## config.mk

```make
export PLATFORM = sky130hd
export DESIGN_NAME = decode_stage_flat
export DESIGN_NICKNAME = d
export VERILOG_FILES = /design/src/rtl/decode_stage_if.sv /design/src/rtl/decode_stage.sv /design/src/flat_wrapper.sv
export SDC_FILE = /design/constraint.sdc
export NUM_CORES = 1
export LEC_CHECK = 0
export BUFFER_PORTS_ARGS = -buffer_cell sky130_fd_sc_hd__buf_2
export CORE_MARGIN = 5
export CORE_UTILIZATION = 60
export CTS_CLUSTER_SIZE = 10
export DETAILED_ROUTE_END_ITERATION = 8
export PLACE_DENSITY = 0.8
export REMOVE_ABC_BUFFERS = 1
export SLEW_MARGIN = 0
export SYNTH_ARGS = -nofsm -noshare
export SYNTH_HDL_FRONTEND = slang
export SYNTH_SLANG_ARGS = --single-unit
```

## constraint.sdc

```tcl
create_clock -name clk -period 5.6 [get_ports clk]
set_input_delay 0.84 -clock clk [delete_from_list [all_inputs] [get_ports clk]]
set_output_delay 0.84 -clock clk [all_outputs]
set_load 0.1 [all_outputs]
```

## src/rtl/decode_stage_if.sv

```systemverilog
// Decode-stage bus: instruction handshake in, writeback in, ID/EX operands out.
interface decode_stage_if #(
  parameter int DATA_W = 16,
  parameter int AW     = 3
);
  logic [15:0]       instr;
  logic              instr_valid;
  logic              instr_ready;
  logic              wb_en;
  logic [AW-1:0]     wb_addr;
  logic [DATA_W-1:0] wb_data;
  logic              ex_ready;
  logic              valid_ex;
  logic [5:0]        op_dec;
  logic [DATA_W-1:0] A;
  logic [DATA_W-1:0] B;
  logic [AW-1:0]     rd_ex;

  modport master (
    output instr, instr_valid, wb_en, wb_addr, wb_data, ex_ready,
    input  instr_ready, valid_ex, op_dec, A, B, rd_ex
  );
  modport slave (
    input  instr, instr_valid, wb_en, wb_addr, wb_data, ex_ready,
    output instr_ready, valid_ex, op_dec, A, B, rd_ex
  );
endinterface

```

## src/rtl/decode_stage.sv

```systemverilog
// Instruction decode: register file with writeback bypass, RAW scoreboard,
// and the ID/EX pipeline register feeding the ALU.
module decode_stage #(
  parameter int         DATA_W  = 16,
  parameter int         NREGS   = 8,
  parameter logic [5:0] NOP_OPC = 6'b111111
) (
  input  logic         clk,
  input  logic         reset,
  decode_stage_if.slave bus
);
  localparam int AW = $clog2(NREGS);

  typedef struct packed {
    logic [5:0]        opc;
    logic [AW-1:0]     rd;
    logic [DATA_W-1:0] a;
    logic [DATA_W-1:0] b;
  } ex_op_t;

  logic [DATA_W-1:0] regs [NREGS];
  logic [NREGS-1:0]  pend, pend_nxt;
  logic              valid_q;
  ex_op_t            ex_q, ex_d;

  logic [5:0]        opc;
  logic              is_i, is_nop;
  logic [AW-1:0]     rd, rs, rt, src_a;
  logic              hz_a, hz_b, hazard, accept;
  logic              unused_bit;

  assign opc        = bus.instr[15:10];
  assign is_i       = bus.instr[15];
  assign is_nop     = (opc == NOP_OPC);
  assign rd         = bus.instr[9:7];
  assign rs         = bus.instr[6:4];
  assign rt         = bus.instr[3:1];
  assign unused_bit = bus.instr[0];
  // I-type reads its destination as operand A
  assign src_a      = is_i ? rd : rs;

  // A pending source is fine if its writeback lands this very cycle
  assign hz_a   = (src_a != '0) && pend[src_a] && !(bus.wb_en && bus.wb_addr == src_a);
  assign hz_b   = !is_i && (rt != '0) && pend[rt] && !(bus.wb_en && bus.wb_addr == rt);
  assign hazard = !is_nop && (hz_a || hz_b);

  assign bus.instr_ready = !reset && !hazard && (!valid_q || bus.ex_ready);
  assign accept          = bus.instr_valid && bus.instr_ready;

  always_comb begin
    ex_d     = '0;
    ex_d.opc = opc;
    ex_d.rd  = rd;
    if (src_a == '0)                                ex_d.a = '0;
    else if (bus.wb_en && bus.wb_addr == src_a)     ex_d.a = bus.wb_data;
    else                                            ex_d.a = regs[src_a];
    if (is_i)                                       ex_d.b = {{(DATA_W-7){bus.instr[6]}}, bus.instr[6:0]};
    else if (rt == '0)                              ex_d.b = '0;
    else if (bus.wb_en && bus.wb_addr == rt)        ex_d.b = bus.wb_data;
    else                                            ex_d.b = regs[rt];
  end

  // Clear on writeback first so a same-cycle reissue of that rd re-sets it
  always_comb begin
    pend_nxt = pend;
    if (bus.wb_en) pend_nxt[bus.wb_addr] = 1'b0;
    if (accept && !is_nop && rd != '0) pend_nxt[rd] = 1'b1;
    pend_nxt[0] = 1'b0;
  end

  always_ff @(posedge clk) begin
    if (reset) begin
      for (int i = 0; i < NREGS; i++) regs[i] <= '0;
      pend <= '0;
    end else begin
      if (bus.wb_en && bus.wb_addr != '0) regs[bus.wb_addr] <= bus.wb_data;
      pend <= pend_nxt;
    end
  end

  always_ff @(posedge clk) begin
    if (reset) begin
      valid_q <= 1'b0;
      ex_q    <= '0;
    end else if (accept) begin
      valid_q <= !is_nop;
      if (!is_nop) ex_q <= ex_d;
    end else if (bus.ex_ready) begin
      valid_q <= 1'b0;
    end
  end

  assign bus.valid_ex = valid_q;
  assign bus.op_dec   = ex_q.opc;
  assign bus.A        = ex_q.a;
  assign bus.B        = ex_q.b;
  assign bus.rd_ex    = ex_q.rd;
endmodule

```

## src/flat_wrapper.sv

```systemverilog
// flat-port wrapper written by rule: the top's interface ports become plain ports
module decode_stage_flat 
#(
  parameter int         DATA_W  = 16,
  parameter int         NREGS   = 8,
  parameter logic [5:0] NOP_OPC = 6'b111111
)
  (clk, reset, bus_instr, bus_instr_valid, bus_wb_en, bus_wb_addr, bus_wb_data, bus_ex_ready, bus_instr_ready, bus_valid_ex, bus_op_dec, bus_A, bus_B, bus_rd_ex);
  decode_stage_if #(.DATA_W(DATA_W)) bus_i ();
  input  logic clk;
  input  logic reset;
  input wire logic [$bits(bus_i.instr)-1:0] bus_instr;
  input wire logic [$bits(bus_i.instr_valid)-1:0] bus_instr_valid;
  input wire logic [$bits(bus_i.wb_en)-1:0] bus_wb_en;
  input wire logic [$bits(bus_i.wb_addr)-1:0] bus_wb_addr;
  input wire logic [$bits(bus_i.wb_data)-1:0] bus_wb_data;
  input wire logic [$bits(bus_i.ex_ready)-1:0] bus_ex_ready;
  output wire logic [$bits(bus_i.instr_ready)-1:0] bus_instr_ready;
  output wire logic [$bits(bus_i.valid_ex)-1:0] bus_valid_ex;
  output wire logic [$bits(bus_i.op_dec)-1:0] bus_op_dec;
  output wire logic [$bits(bus_i.A)-1:0] bus_A;
  output wire logic [$bits(bus_i.B)-1:0] bus_B;
  output wire logic [$bits(bus_i.rd_ex)-1:0] bus_rd_ex;
  assign bus_i.instr = bus_instr;
  assign bus_i.instr_valid = bus_instr_valid;
  assign bus_i.wb_en = bus_wb_en;
  assign bus_i.wb_addr = bus_wb_addr;
  assign bus_i.wb_data = bus_wb_data;
  assign bus_i.ex_ready = bus_ex_ready;
  assign bus_instr_ready = bus_i.instr_ready;
  assign bus_valid_ex = bus_i.valid_ex;
  assign bus_op_dec = bus_i.op_dec;
  assign bus_A = bus_i.A;
  assign bus_B = bus_i.B;
  assign bus_rd_ex = bus_i.rd_ex;
  decode_stage #(.DATA_W(DATA_W), .NREGS(NREGS), .NOP_OPC(NOP_OPC)) u_core (.clk(clk), .reset(reset), .bus(bus_i));
endmodule
```

==> results.md <==
* Pre-CTS WS at approximately 1100 ps
* DRC violation total after the first TritonRoute iteration at about 840
* EDFF count, synth at ~130
* IR drop worst, VDD at 0.2211 mV
* Fmax at ~0.22 GHz
* Post-route ant nets at 0
* Pwr/cell area at about 340 mW/mm^2
* Largest net degree at the start of global routing at 70
* CP Cell Sequence: buf_2, mux2_4, xnor2_1, nand2_1, o31ai_2, o21ai_0, a21boi_0, buf_2
* Max stage delay on crit path at 910 ps
* H-tree depth at 4
* Post-layout util at between 60% and 70%
* Clk slew on worst S/H paths at ~60 ps
* Synth unique cells at 49
* Mapped Cells at approximately 830
* Clk_lat worst skew at ~440 ps
* WS Path Type: in2out
* Measured slew at the worst slew-check pin at about 1400 ps
* Register area share after synthesis at 53.13%
* CP most frequent cell: buf_2
* DRC viols at 0
* RePlAce Congestion at 0.9213
* Port bufs at 82
* Most common cell after layout, fill and taps aside: edfxtp_1
* #FFs+latches synth at 177
* Worst Setup End Kind: output port
* Post CTS Setup Buffer Count at 0
* Slew HR at 5.917%
* Clock Path Buffers at 2
* Worst Path Required at 4760 ps
* Cts repair resizes at 0
* Most used DFF post-synth: edfxtp_1
* Final setup vio count at 0
* TritonCTS clock tree: built
* Post-CTS Hold Buffers at 0
* Hold crit path type: reg2reg
* Placed cells at 1,057
* Io pins at 83
* Clk root buf: clkbuf_16
* Synthesized area per cell at 11.01 um^2
* Fin cells at ~1,100
* Synth warn at 0
* Share of cells above drive strength 1 at 17.20%
* Post-layout min period at between 4000 and 5000 ps
* Vias in the first global route at around 7,500
* First-pass iteration count of the detailed router at 6
* FFs w/ async S/R, synth at 0%
* Commonest non-fill, non-tap cells in the layout: edfxtp_1, and2_1, nand2_1
* Pins Over Slew Limit at 0
* Lkg Pwr at 4.119 nW
* HPWL after DPL at roughly 16,000 um
* FP Rows at between 40 and 50
* Synthesized area at 0.009081 mm^2
* WL final at around 26,000 um
* Avg WL per Cell at around 24 um
* Total power at 3.507 mW
* RSZ-0062 raised after global routing: false
* Clk_skew at ~7.1 ps
* Initial core utilization at about three fifths
* Max Cap Viol at 0
* Initial antenna violation count at 0
* Die area at 0.01770 mm^2
* Outcome: finished, final reports clean
* Gr usage total at roughly 30%
* Final nets at 928
* First-pass GRT wire length at 40,280 um
* Antenna diodes at 0
* Area Overhead vs Synth at 12.98%
* Core ar. at between 0.015 and 0.02 mm^2
* Final period utilization at between 80% and 90%
* CP max stage cell: mux2_4
* Crit path max fanout at 69
* Chip height at approximately 130 um
* Global route total overflow at 0
* Arr. time, crit path at 3680 ps
* Width of the die at around 130 um
* Count of final hold-check violations at 0
* Clock Sinks at ~180
* Startpoint types: input port
* Via count at approximately 7,400
* Via density per instance at 6.772
* Setup ws final at 1079 ps
* CTS Buf Count at 17
==> critical path, delay by kind of cell <==
family	cells	cell delay [ps]
buffers and inverters	2	840
XOR/XNOR	1	200
multiplexers	1	910
AO/OA/AOI/OAI	3	710
AND/OR/NAND/NOR	1	140
==> stage by stage <==
step	hold slack [ps]	TNS [ps]	instance area, um^2
6_report	457.7	0	10260
4_1_cts	463.0	0	10260
5_1_grt	474.9	0	10260
3_3_place_gp	443.1	0	9642
3_5_place_dp	449.6	0	9642
2_1_floorplan	452.7	-175.9	8826
==> final timing paths <==
check	startpoint	end	slack (ps)	depth (start not counted)
setup / recovery	bus_instr[15]	bus_instr_ready	1080	8
hold / removal	u_core.bus.A[0]	u_core.bus.A[0]	460	2
setup reg to reg	u_core.pend[5]	u_core.bus.A[2]	3300	7
hold reg to reg	u_core.bus.A[0]	u_core.bus.A[0]	460	2
==> cells in the mapped netlist, drive strengths merged (3+ instances only) <==
cell type    n  area share (%)
edfxtp     128              42
and2       116             8.0
nand2      109             4.5
mux2i       84             9.3
a32oi       49             4.7
dfxtp       49              11
clkbuf      44             1.8
nor2        41             1.7
mux2        25             3.1
buf         24             1.6
o22ai       20             1.4
a2111oi     14             1.4
a2bb2oi     14             1.4
inv         14            0.58
o21ai       10            0.59
a211oi       9            0.74
a221oi       8            0.77
nor2b        8            0.55
nand2b       7            0.48
nor3         7            0.39
a21oi        6            0.37
nand3        6            0.33
xnor2        6            0.58
o32ai        4            0.39
and4         3            0.29
o221ai       3            0.29
==> registers in the layout, indices dropped and copies added (netlist names) <==
name                 flops
u_core.bus.op_dec        6
u_core.bus.rd_ex         3
u_core.pend              7
u_core.bus.valid_ex      1
u_core.bus.B            16
u_core.regs            128
u_core.bus.A            16
==> metal layers <==
layer  share of wire, %  global-route usage, %
met2                 48                  48.98
met3                 11                  7.414
met1                 36                  35.28
met5                  0                      0
met4                5.3                  17.78
==> cell families (layout without fill, tap and decap cells) <==
family          count (synthesis)  count (layout)  share of synthesized area, %
simple gates                  299             299                         16.40
flops                         177             177                         53.13
compound gates                149             149                         13.16
mux                           110             110                         12.65
buf+inv                        83             144                         4.051
xor+xnor                        6               6                        0.5787
other cells                     1              16                       0.04129
==> final cells by class <==
type | instances | area [um^2]
clock buffer | 20 | 456.7
clock inverter | 12 | 161.4
fill | 1135 | 4773
inverter | 15 | 56.30
multi-input combinational | 580 | 3990
sequential | 177 | 4825
tap | 188 | 235.2
timing repair buffer | 97 | 535.5
==> where the power goes <==
group | internal [mW] | switching (mW)
Combinational | 0.175 | 0.520
Clock | 0.764 | 0.491
Sequential | 1.51 | 0.0509
(Power assumes the default switching activity.)
